**config.mk**
```make
export PLATFORM = sky130hd
export DESIGN_NAME = mmr_initiator
export DESIGN_NICKNAME = d
export VERILOG_FILES = /design/src/rtl/mmr_initiator.sv
export SDC_FILE = /design/constraint.sdc
export NUM_CORES = 1
export LEC_CHECK = 0
export CAP_MARGIN = 40
export CORE_MARGIN = 2
export CORE_UTILIZATION = 44
export CTS_BUF_LIST = sky130_fd_sc_hd__clkbuf_2
export DETAILED_ROUTE_END_ITERATION = 10
export GPL_ROUTABILITY_DRIVEN = 0
export GPL_TIMING_DRIVEN = 0
export PLACE_DENSITY_LB_ADDON = 0.2
export SLEW_MARGIN = 20
export SYNTH_ARGS = -nofsm -noshare
export SYNTH_HDL_FRONTEND = slang
export SYNTH_SLANG_ARGS = --single-unit
export TNS_END_PERCENT = 30
```
**constraint.sdc**
```tcl
create_clock -name clk -period 2.7 [get_ports clk]
set_clock_uncertainty 0.15 [all_clocks]
set_input_delay 0.54 -clock clk [delete_from_list [all_inputs] [get_ports clk]]
set_output_delay 0.54 -clock clk [all_outputs]
set_load 0.01 [all_outputs]
```
**src/rtl/mmr_initiator.sv**
```systemverilog
// mmr_initiator: bus initiator for the strobe/rw/addr/data register bus.
// Takes one command (single access or incrementing burst) over req_valid/
// req_ready, drives strobe cycles on the bus and returns one response per
// read word, or a single ack per write command, over rsp_valid/rsp_ready.
// Ports:
//   clk, reset_n             clock, synchronous active-low reset
//   req_valid/req_ready      command handshake
//   req_rw/addr/data/len     command fields (burst = req_len+1 words)
//   strobe, rw, addr, d_out  register bus outputs (all registered)
//   d_in                     registered read data from the responders
//   rsp_valid/rsp_ready      response handshake
//   rsp_data, rsp_last       read word (0 for write ack), final-response flag
//   busy                     high whenever the FSM is not idle
module mmr_initiator #(
  parameter int ABITS = 32,
  parameter int PBITS = 32,
  parameter int LBITS = 4,
  parameter int ASTEP = 1
) (
  input  logic             clk,
  input  logic             reset_n,
  input  logic             req_valid,
  output logic             req_ready,
  input  logic             req_rw,
  input  logic [ABITS-1:0] req_addr,
  input  logic [PBITS-1:0] req_data,
  input  logic [LBITS-1:0] req_len,
  output logic             strobe,
  output logic             rw,
  output logic [ABITS-1:0] addr,
  output logic [PBITS-1:0] d_out,
  input  logic [PBITS-1:0] d_in,
  output logic             rsp_valid,
  input  logic             rsp_ready,
  output logic [PBITS-1:0] rsp_data,
  output logic             rsp_last,
  output logic             busy
);

  typedef enum logic [1:0] {IDLE, ISSUE, CAPTURE, RESP} state_t;

  localparam logic [ABITS-1:0] STEP = ABITS'(ASTEP);

  state_t             state_q, state_d;
  logic               strobe_q, strobe_d;
  logic               rw_q, rw_d;
  logic [ABITS-1:0]   addr_q, addr_d;
  logic [PBITS-1:0]   dout_q, dout_d;
  logic [LBITS-1:0]   rem_q, rem_d;
  logic               rsp_valid_q, rsp_valid_d;
  logic [PBITS-1:0]   rsp_data_q, rsp_data_d;
  logic               rsp_last_q, rsp_last_d;

  // State register
  always_ff @(posedge clk) begin
    if (!reset_n) state_q <= IDLE;
    else          state_q <= state_d;
  end

  // Next-state logic
  always_comb begin
    state_d = state_q;
    unique case (state_q)
      IDLE:    if (req_valid) state_d = ISSUE;
      ISSUE:   if (!rw_q) state_d = CAPTURE;
               else if (rem_q == '0) state_d = RESP;
      CAPTURE: state_d = RESP;
      RESP:    if (rsp_ready) state_d = rsp_last_q ? IDLE : ISSUE;
      default: state_d = IDLE;
    endcase
  end

  // Output / datapath next values. strobe and rsp_valid are registered
  // decodes of the next state so they line up exactly with ISSUE and RESP.
  always_comb begin
    rw_d       = rw_q;
    addr_d     = addr_q;
    dout_d     = dout_q;
    rem_d      = rem_q;
    rsp_data_d = rsp_data_q;
    rsp_last_d = rsp_last_q;
    unique case (state_q)
      IDLE: if (req_valid) begin
        rw_d   = req_rw;
        addr_d = req_addr;
        dout_d = req_data;
        rem_d  = req_len;
      end
      ISSUE: if (rw_q) begin
        if (rem_q != '0) begin
          // write bursts strobe back-to-back; advance in place
          addr_d = addr_q + STEP;
          rem_d  = rem_q - LBITS'(1);
        end else begin
          rsp_data_d = '0;
          rsp_last_d = 1'b1;
        end
      end
      CAPTURE: begin
        // d_in is the responders' registered answer to last cycle's strobe
        rsp_data_d = d_in;
        rsp_last_d = (rem_q == '0);
      end
      RESP: if (rsp_ready && !rsp_last_q) begin
        addr_d = addr_q + STEP;
        rem_d  = rem_q - LBITS'(1);
      end
      default: ;
    endcase
    strobe_d    = (state_d == ISSUE);
    rsp_valid_d = (state_d == RESP);
  end

  always_ff @(posedge clk) begin
    if (!reset_n) begin
      strobe_q    <= 1'b0;
      rw_q        <= 1'b0;
      addr_q      <= '0;
      dout_q      <= '0;
      rem_q       <= '0;
      rsp_valid_q <= 1'b0;
      rsp_data_q  <= '0;
      rsp_last_q  <= 1'b0;
    end else begin
      strobe_q    <= strobe_d;
      rw_q        <= rw_d;
      addr_q      <= addr_d;
      dout_q      <= dout_d;
      rem_q       <= rem_d;
      rsp_valid_q <= rsp_valid_d;
      rsp_data_q  <= rsp_data_d;
      rsp_last_q  <= rsp_last_d;
    end
  end

  assign req_ready = (state_q == IDLE) && reset_n;
  assign busy      = (state_q != IDLE);
  assign strobe    = strobe_q;
  assign rw        = rw_q;
  assign addr      = addr_q;
  assign d_out     = dout_q;
  assign rsp_valid = rsp_valid_q;
  assign rsp_data  = rsp_data_q;
  assign rsp_last  = rsp_last_q;

endmodule

```
# ---- Word-level counts from Yosys, hierarchy flattened
# Index checks and enable logic that the tools add are counted.
# Widths: inputs -> output; s select.
dict set report totals {
  regBits 106
  elab_cells 55
  out_inout_bits 102
  inputBits 105
}
dict set report op_classes {
  reduce_logical 12
  n_addsub 2
  n_eq_ne 10
  muxes 22
}
# operator count
set op_table {}
lappend op_table {{$mux 32} 6}
lappend op_table {{$pmux 32 s3} 1}
lappend op_table {{$pmux 32 s2} 1}
lappend op_table {{$add 32x1->32 const B} 1}
lappend op_table {{$mux 4} 4}
lappend op_table {{$pmux 4 s3} 1}
lappend op_table {{$ne 2x2->1 const B} 5}
lappend op_table {{$mux 2} 4}
lappend op_table {{$pmux 2 s4} 1}
lappend op_table {{$eq 2x2->1 const B} 3}
lappend op_table {{$reduce_and 5->1} 1}
lappend op_table {{$eq 2x1->1 const B} 2}
lappend op_table {{$logic_not 4->1} 1}
lappend op_table {{$reduce_bool 2->1} 2}
lappend op_table {{$reduce_bool 4->1} 1}
lappend op_table {{$sub 4x1->4 const B} 1}
lappend op_table {{$mux 1} 3}
lappend op_table {{$reduce_and 3->1} 1}
lappend op_table {{$reduce_bool 3->1} 1}
lappend op_table {{$logic_and 1x1->1} 2}
lappend op_table {{$logic_not 2->1} 1}
lappend op_table {{$pmux 1 s2} 1}
lappend op_table {{$reduce_and 2->1} 1}
lappend op_table {{$logic_not 1->1} 1}

# ---- Depth between registers and ports, before layout
# Gate-level depths: netlist (run 1).
dict set report logic_depth {
  depth_word 5
  mapped_depth 9
  ltp_nobuf 7
}

# ---- Least setup slack after synthesis (run 1)
# Ideal clock, no wire load.
dict set report synth_timing {
  path_kind {input port to output port}
  from {input port reset_n}
  to {output port req_ready}
  t_arrival_ps 1326
  slack_ps 684
  n_path_buf 2
  cell_stages 4
  required_ps 2010
  path_cell_list {inv_2 clkbuf_1 buf_1 nor2_1}
}
dict set report synth_via {
  elab_chain_cells 1
}
# element line
set synth_rtl {}
lappend synth_rtl {{start: declaration} 21} ;# input logic reset_n,
lappend synth_rtl {{$logic_and 1x1->1} 136} ;# assign req_ready = (state_q == IDLE) && reset_n;
lappend synth_rtl {{end: declaration} 23} ;# output logic req_ready,
# Every way passes these cells.

# ---- Worst setup path in the final report (run 1)
dict set report layout_timing {
  from {register rem_q[0]}
  to {register addr_q[1], in the netlist addr[1]}
}
dict set report layout_via {
  elab_chain_cells 3
}
# element line
set layout_rtl {}
lappend layout_rtl {{start: declaration} 49} ;# logic [LBITS-1:0] rem_q, rem_d;
lappend layout_rtl {{start signal: assignment} 129} ;# rem_q <= rem_d;
lappend layout_rtl {{$reduce_bool 4->1} 90} ;# if (rem_q != '0) begin
lappend layout_rtl {{$ne 2x2->1 (no line)} --}
lappend layout_rtl {{$reduce_and 5->1 (no line)} --}
lappend layout_rtl {{end signal: assignment} 127} ;# addr_q <= addr_d;
lappend layout_rtl {{end: declaration} 47} ;# logic [ABITS-1:0] addr_q, addr_d;
# Every way passes these cells.
# A chain may end at the register's enable or synchronous reset.

==> results of run 1 <==
## through the flow
stage	TNS, ps	utilization, %	instance area [µm²]	total power [W]	instances
3_3_place_gp	-1280	65.6	7050	0.00298	940
4_1_cts	0	66.5	7150	0.00369	956
6_report	0	66.5	7150	0.00368	956
5_1_grt	0	66.5	7150	0.00386	956
2_1_floorplan	0	-	4810	0.00240	594
3_5_place_dp	-1200	65.6	7050	0.00301	940
## state kept, by name, summed over array words and instances, names as in the netlist
signal     count
addr          32
d_out         32
rsp_data      32
rem_q          4
state_q        2
rsp_last       1
rsp_valid      1
rw             1
strobe         1
## logic make-up after synthesis
family,after synthesis,synth area share [%]
compound gates,175,22.7
fa+ha+maj,2,0.520
buf+inv,53,4.71
flops,106,44.1
mux,2,0.416
simple gates,256,27.5
## power by group through the flow
stage / Sequential (W) / Combinational (W) / Clock [W]
after floorplan: 0.00191 / 0.000484 / 0
after global placement: 0.00187 / 0.00111 / 0
after detailed placement: 0.00187 / 0.00114 / 0
after CTS: 0.00184 / 0.00114 / 0.000697
after global routing: 0.00187 / 0.00124 / 0.000754
final: 0.00185 / 0.00114 / 0.000683
## cells in the mapped netlist (all sizes together) (6+ instances only)
cell	instances
nor2	61
nand4	11
o22ai	6
a22oi	32
a31oi	7
nor2b	7
nor3b	9
and3	6
dfxtp	106
or4	6
nor4	6
buf	15
nor3	10
a21oi	74
clkbuf	29
o21ai	22
o211ai	12
inv	9
nand2	96
nand3	27
## area by class of cell
class | count | area [µm²]
buffer | 43 | 190
sequential | 106 | 2120
multi-input combinational | 435 | 2460
fill | 957 | 3590
inverter | 9 | 36.3
clock inverter | 7 | 50.0
tap | 140 | 175
timing repair buffer | 207 | 2070
clock buffer | 9 | 45.0
## final timing paths
kind,end,cells after the start,startpoint
worst max-delay path,addr[1]$_SDFFE_PN0P_,7,rem_q[0]$_SDFFE_PN0P_
worst min-delay path,d_out[2]$_SDFFE_PN0P_,3,req_data[2]
worst max register to register,addr[1]$_SDFFE_PN0P_,7,rem_q[0]$_SDFFE_PN0P_
worst min register to register,d_out[4]$_SDFFE_PN0P_,2,d_out[4]$_SDFFE_PN0P_
## worst min-delay path, delay by kind of cell
kind	cells	cell delay [ps]
buf+inv	1	400
simple gates	1	60
compound gates	1	50
## per-layer routing
| metal | vias to the layer above | global-route usage, % | share of wire (%) |
|---|---|---|---|
| li1 | 2573 | - | - |
| met1 | 2507 | 31.6 | 38 |
| met2 | 259 | 48.3 | 49 |
| met3 | 31 | 10.1 | 11 |
| met4 | 0 | 9.89 | 2.3 |
| met5 | - | 0 | 0 |
## timing repair
action                                 4_1_cts  5_1_grt
gates cloned                                 0        0
endpoints found under the hold margin        0        0
gates resized for setup                      5        1
setup buffers                                1        0
setup endpoints to repair                    2        1
==> results.json, run 1 <==
{
  "intPower_w": 0.00241,
  "yosysWarnings": 0,
  "setup_slack_ps": 208,
  "ios": 207,
  "grt_max_degree": 19,
  "async_flop_share_pct": 0,
  "max_freq_ghz": 0.401,
  "whs_ps": 287,
  "layout.nets": 918,
  "cts_buffer_depth": 2,
  "cts_hold_buf": 0,
  "ys_top_cells_by_area": "dfxtp_1 (44%), a21oi_1 (7.7%), nand2_1 (7.4%)",
  "antenna_cells": 0,
  "cp_max_fo": 10,
  "synth_ff_type": "dfxtp_1",
  "die_y_um": 109,
  "core-area_um2": 10700,
  "dp_slack_ps": -923,
  "syn_to_final_growth_pct": 48.7,
  "start_util_pct": 44.8,
  "synth_top_area_share_pct": 44.1,
  "max_stage_delay_ps": 420,
  "min_period_over_period_pct": 92.3,
  "crit_required_ps": 3060,
  "dieArea_um2": 11800,
  "ant_nets": 0,
  "htree_num_levels": 3,
  "syn_avg_cell_area_um2": 8.10,
  "end_kind": "flop",
  "vias": 5370,
  "synth.distinct_cells": 63,
  "power_frac_seq_pct": 50.3,
  "drtIter0Drc": 279,
  "crit_chain": "inv_1 > ha_1 > or3b_1 > a21oi_1 > nand2_1 > buf_2 > a211oi_1",
  "ys_seq_area_share_pct": 44.1,
  "synth_edf_count": 0,
  "final_common_cell": "clkdlybuf4s50_1",
  "synth_seq_cells": 106,
  "maxSlewViolCount": 0,
  "critPathKind": "flop to flop",
  "cp_slowest_cell": "or3b_1",
  "critPathTopFamily": "simple AND/OR/NAND/NOR gates",
  "clock_latency_ps": 580,
  "maxCapViolations": 0,
  "cts-buffers-inserted": 9,
  "min_path_type": "input pin to flop",
  "slew_headroom_pct": 57.9,
  "die_w_um": 109,
  "post-dp-hpwl_um": 12400,
  "vias_per_cell": 5.62,
  "cts_sinks": 106,
  "powerDensity_nw_per_um2": 514,
  "synth_area_um2": 4810,
  "yosys.area.top_type": "dfxtp_1",
  "cts-root-buf": "clkbuf_2",
  "net-switching-power_w": 0.00127,
  "cts_tree": "built",
  "swShare_pct": 34.5,
  "numPortBuffers": 206,
  "drc": 0,
  "synth_fp_nets": 701,
  "grt_remaining_overflow": 0,
  "drive_gt1_share_pct": 6.62,
  "track_usage_pct": 27.9,
  "status": "complete, no violations",
  "drt-total-wl_um": 16600,
  "core.rowCount": 38,
  "post_drt_wl_per_cell_um": 17.4,
  "worst-path-buf-inv": 2,
  "vdd_drop_max_mv": 0.269,
  "grt_pass1_wl_um": 25700,
  "grt_pass1_vias": 5188,
  "critPathArrivalTime_ps": 2850,
  "tightest_slew_ps": 632,
  "leakage_nw": 2.52,
  "setup_viol": 0,
  "p_clk_share_pct": 18.6,
  "crit_path_start_kind": "flop",
  "regToRegSetupSlack_ps": 210,
  "cts.reportedPaths.clkPinSlew_ps": 300,
  "pwr-share-comb_pct": 31.1,
  "synth_cells": 594,
  "first_pass_iters": 6,
  "antenna_found_initial": 0,
  "hold_violations": 0,
  "fin_crit_ps": 2490,
  "mostFrequentLayoutCells": "clkdlybuf4s50_1 (203), dfxtp_1 (105), nand2_1 (95)",
  "rsz0062_at_grt": "no"
}
Note: power is estimated with default switching activity, not from simulation.
==> run 2: changes to the inputs <==
--- a/config.mk
+++ b/config.mk
@@ -6,7 +6,6 @@
 export NUM_CORES = 1
 export LEC_CHECK = 0
 export CAP_MARGIN = 40
-export CORE_MARGIN = 2
 export CORE_UTILIZATION = 44
 export CTS_BUF_LIST = sky130_fd_sc_hd__clkbuf_2
 export DETAILED_ROUTE_END_ITERATION = 10
==> results.json, run 2 (same netlist as run 1, synthesis figures left out) <==
{
  "grt_pass1_vias": 5361,
  "syn_to_final_growth_pct": 49.7,
  "cts.reportedPaths.clkPinSlew_ps": 310,
  "cp_max_fo": 10,
  "layout.nets": 919,
  "dieArea_um2": 11400,
  "drtIter0Drc": 335,
  "crit_required_ps": 3040,
  "grt_max_degree": 20,
  "crit_chain": "inv_1 > ha_1 > or3b_1 > a21oi_1 > nand2_1 > buf_2 > nand4_1 > nand3_1",
  "critPathKind": "flop to flop",
  "drt-total-wl_um": 16300,
  "antenna_found_initial": 0,
  "maxSlewViolCount": 0,
  "htree_num_levels": 3,
  "clock_latency_ps": 570,
  "hold_violations": 0,
  "status": "complete, no violations",
  "vias": 5425,
  "post-route-util_pct": 68.8,
  "max_stage_delay_ps": 410,
  "min_period_over_period_pct": 94.7,
  "die_y_um": 107,
  "cts_tree": "built",
  "numPortBuffers": 206,
  "end_kind": "flop",
  "final_common_cell": "clkdlybuf4s50_1",
  "min_path_type": "input pin to flop",
  "cts_sinks": 106,
  "crit_path_start_kind": "flop",
  "tightest_slew_ps": 626,
  "drive_gt1_share_pct": 7.10,
  "setup_viol": 0,
  "antenna_cells": 0,
  "stdcell_count": 953,
  "max_freq_ghz": 0.391,
  "track_usage_pct": 28.8,
  "start_util_pct": 46.0,
  "cts-root-buf": "clkbuf_2",
  "leakage_nw": 2.54,
  "cp_slowest_cell": "or3b_1",
  "vdd_drop_max_mv": 0.287,
  "finalSetupTns_ps": 0,
  "ios": 207,
  "core.rowCount": 37,
  "grt_remaining_overflow": 0,
  "fin_crit_ps": 2560,
  "mostFrequentLayoutCells": "clkdlybuf4s50_1 (204), dfxtp_1 (105), nand2_1 (95)",
  "cts_buffer_depth": 2,
  "first_pass_iters": 5,
  "drc": 0,
  "critPathArrivalTime_ps": 2900,
  "post_drt_wl_per_cell_um": 17.1,
  "cts-buffers-inserted": 9,
  "grt_pass1_wl_um": 25900,
  "vias_per_cell": 5.69,
  "core-area_um2": 10500,
  "post-dp-hpwl_um": 12200,
  "slew_headroom_pct": 58.3,
  "maxCapViolations": 0,
  "die_w_um": 107,
  "powerDensity_nw_per_um2": 530,
  "dpl.cell_count": 936,
  "rsz0062_at_grt": "no",
  "ant_nets": 0
}
==> run 2: where the power goes <==
group	total [W]	leakage, nW	switching (W)	internal [W]
clock	0.000813	0.0800	0.000578	0.000235
combinational	0.00115	1.60	0.000576	0.000572
sequential	0.00185	0.867	0.000138	0.00171
total	0.00381	2.54	0.00129	0.00252
==> run 2: per-stage QoR <==
| step | power, W | hold slack (ps) | instance area, µm² | setup slack, ps |
|---|---|---|---|---|
| 2_1_floorplan | 0.00240 | 331 | 4810 | 684 |
| 3_3_place_gp | 0.00297 | 291 | 7040 | -897 |
| 3_5_place_dp | 0.00300 | 296 | 7040 | -944 |
| 4_1_cts | 0.00382 | 275 | 7190 | 27.3 |
| 5_1_grt | 0.00400 | 257 | 7200 | 37.2 |
| 6_report | 0.00381 | 304 | 7200 | 142 |
==> run 2: final cells by class <==
cell class | instances | area [µm²]
buffer | 43 | 190
clock inverter | 7 | 86.3
sequential | 106 | 2120
fill | 890 | 3260
inverter | 9 | 36.3
timing repair buffer | 208 | 2080
tap | 136 | 170
multi-input combinational | 435 | 2470
clock buffer | 9 | 45.0
==> run 2: routing by layer <==
metal	wire, µm	vias up	part of all wire [%]	global-route usage (%)
met2	7980	271	49	50.3
li1	-	2579	-	-
met1	6150	2533	38	32.5
met5	0	-	0	0
met4	455	0	2.8	11.7
met3	1740	42	11	8.71
==> run 2: critical path: cells and delay by family, from the launching register on <==
| kind | cells | cell delay, ps |
|---|---|---|
| fa+ha+maj | 1 | 210 |
| simple gates | 4 | 970 |
| compound gates | 1 | 320 |
| flops | 1 | 390 |
| buf+inv | 2 | 430 |
==> run 2: path summary, 6_finish.rpt <==
check | from | end | slack, ps | cells after the start
max | rem_q[0]$_SDFFE_PN0P_ | addr[26]$_SDFFE_PN0P_ | 140 | 8
min | req_data[19] | d_out[19]$_SDFFE_PN0P_ | 300 | 3
max reg2reg | rem_q[0]$_SDFFE_PN0P_ | addr[26]$_SDFFE_PN0P_ | 140 | 8
min reg2reg | d_out[10]$_SDFFE_PN0P_ | d_out[10]$_SDFFE_PN0P_ | 320 | 2
==> run 2: timing repair <==
| item | in CTS | in global routing |
|---|---|---|
| buffers inserted | 2 | 0 |
| hold buffers | 0 | 0 |
| gates resized for setup | 7 | 2 |
| gates cloned | 0 | 0 |
| pin swaps | 0 | 0 |
| endpoints found under the setup margin | 1 | 1 |
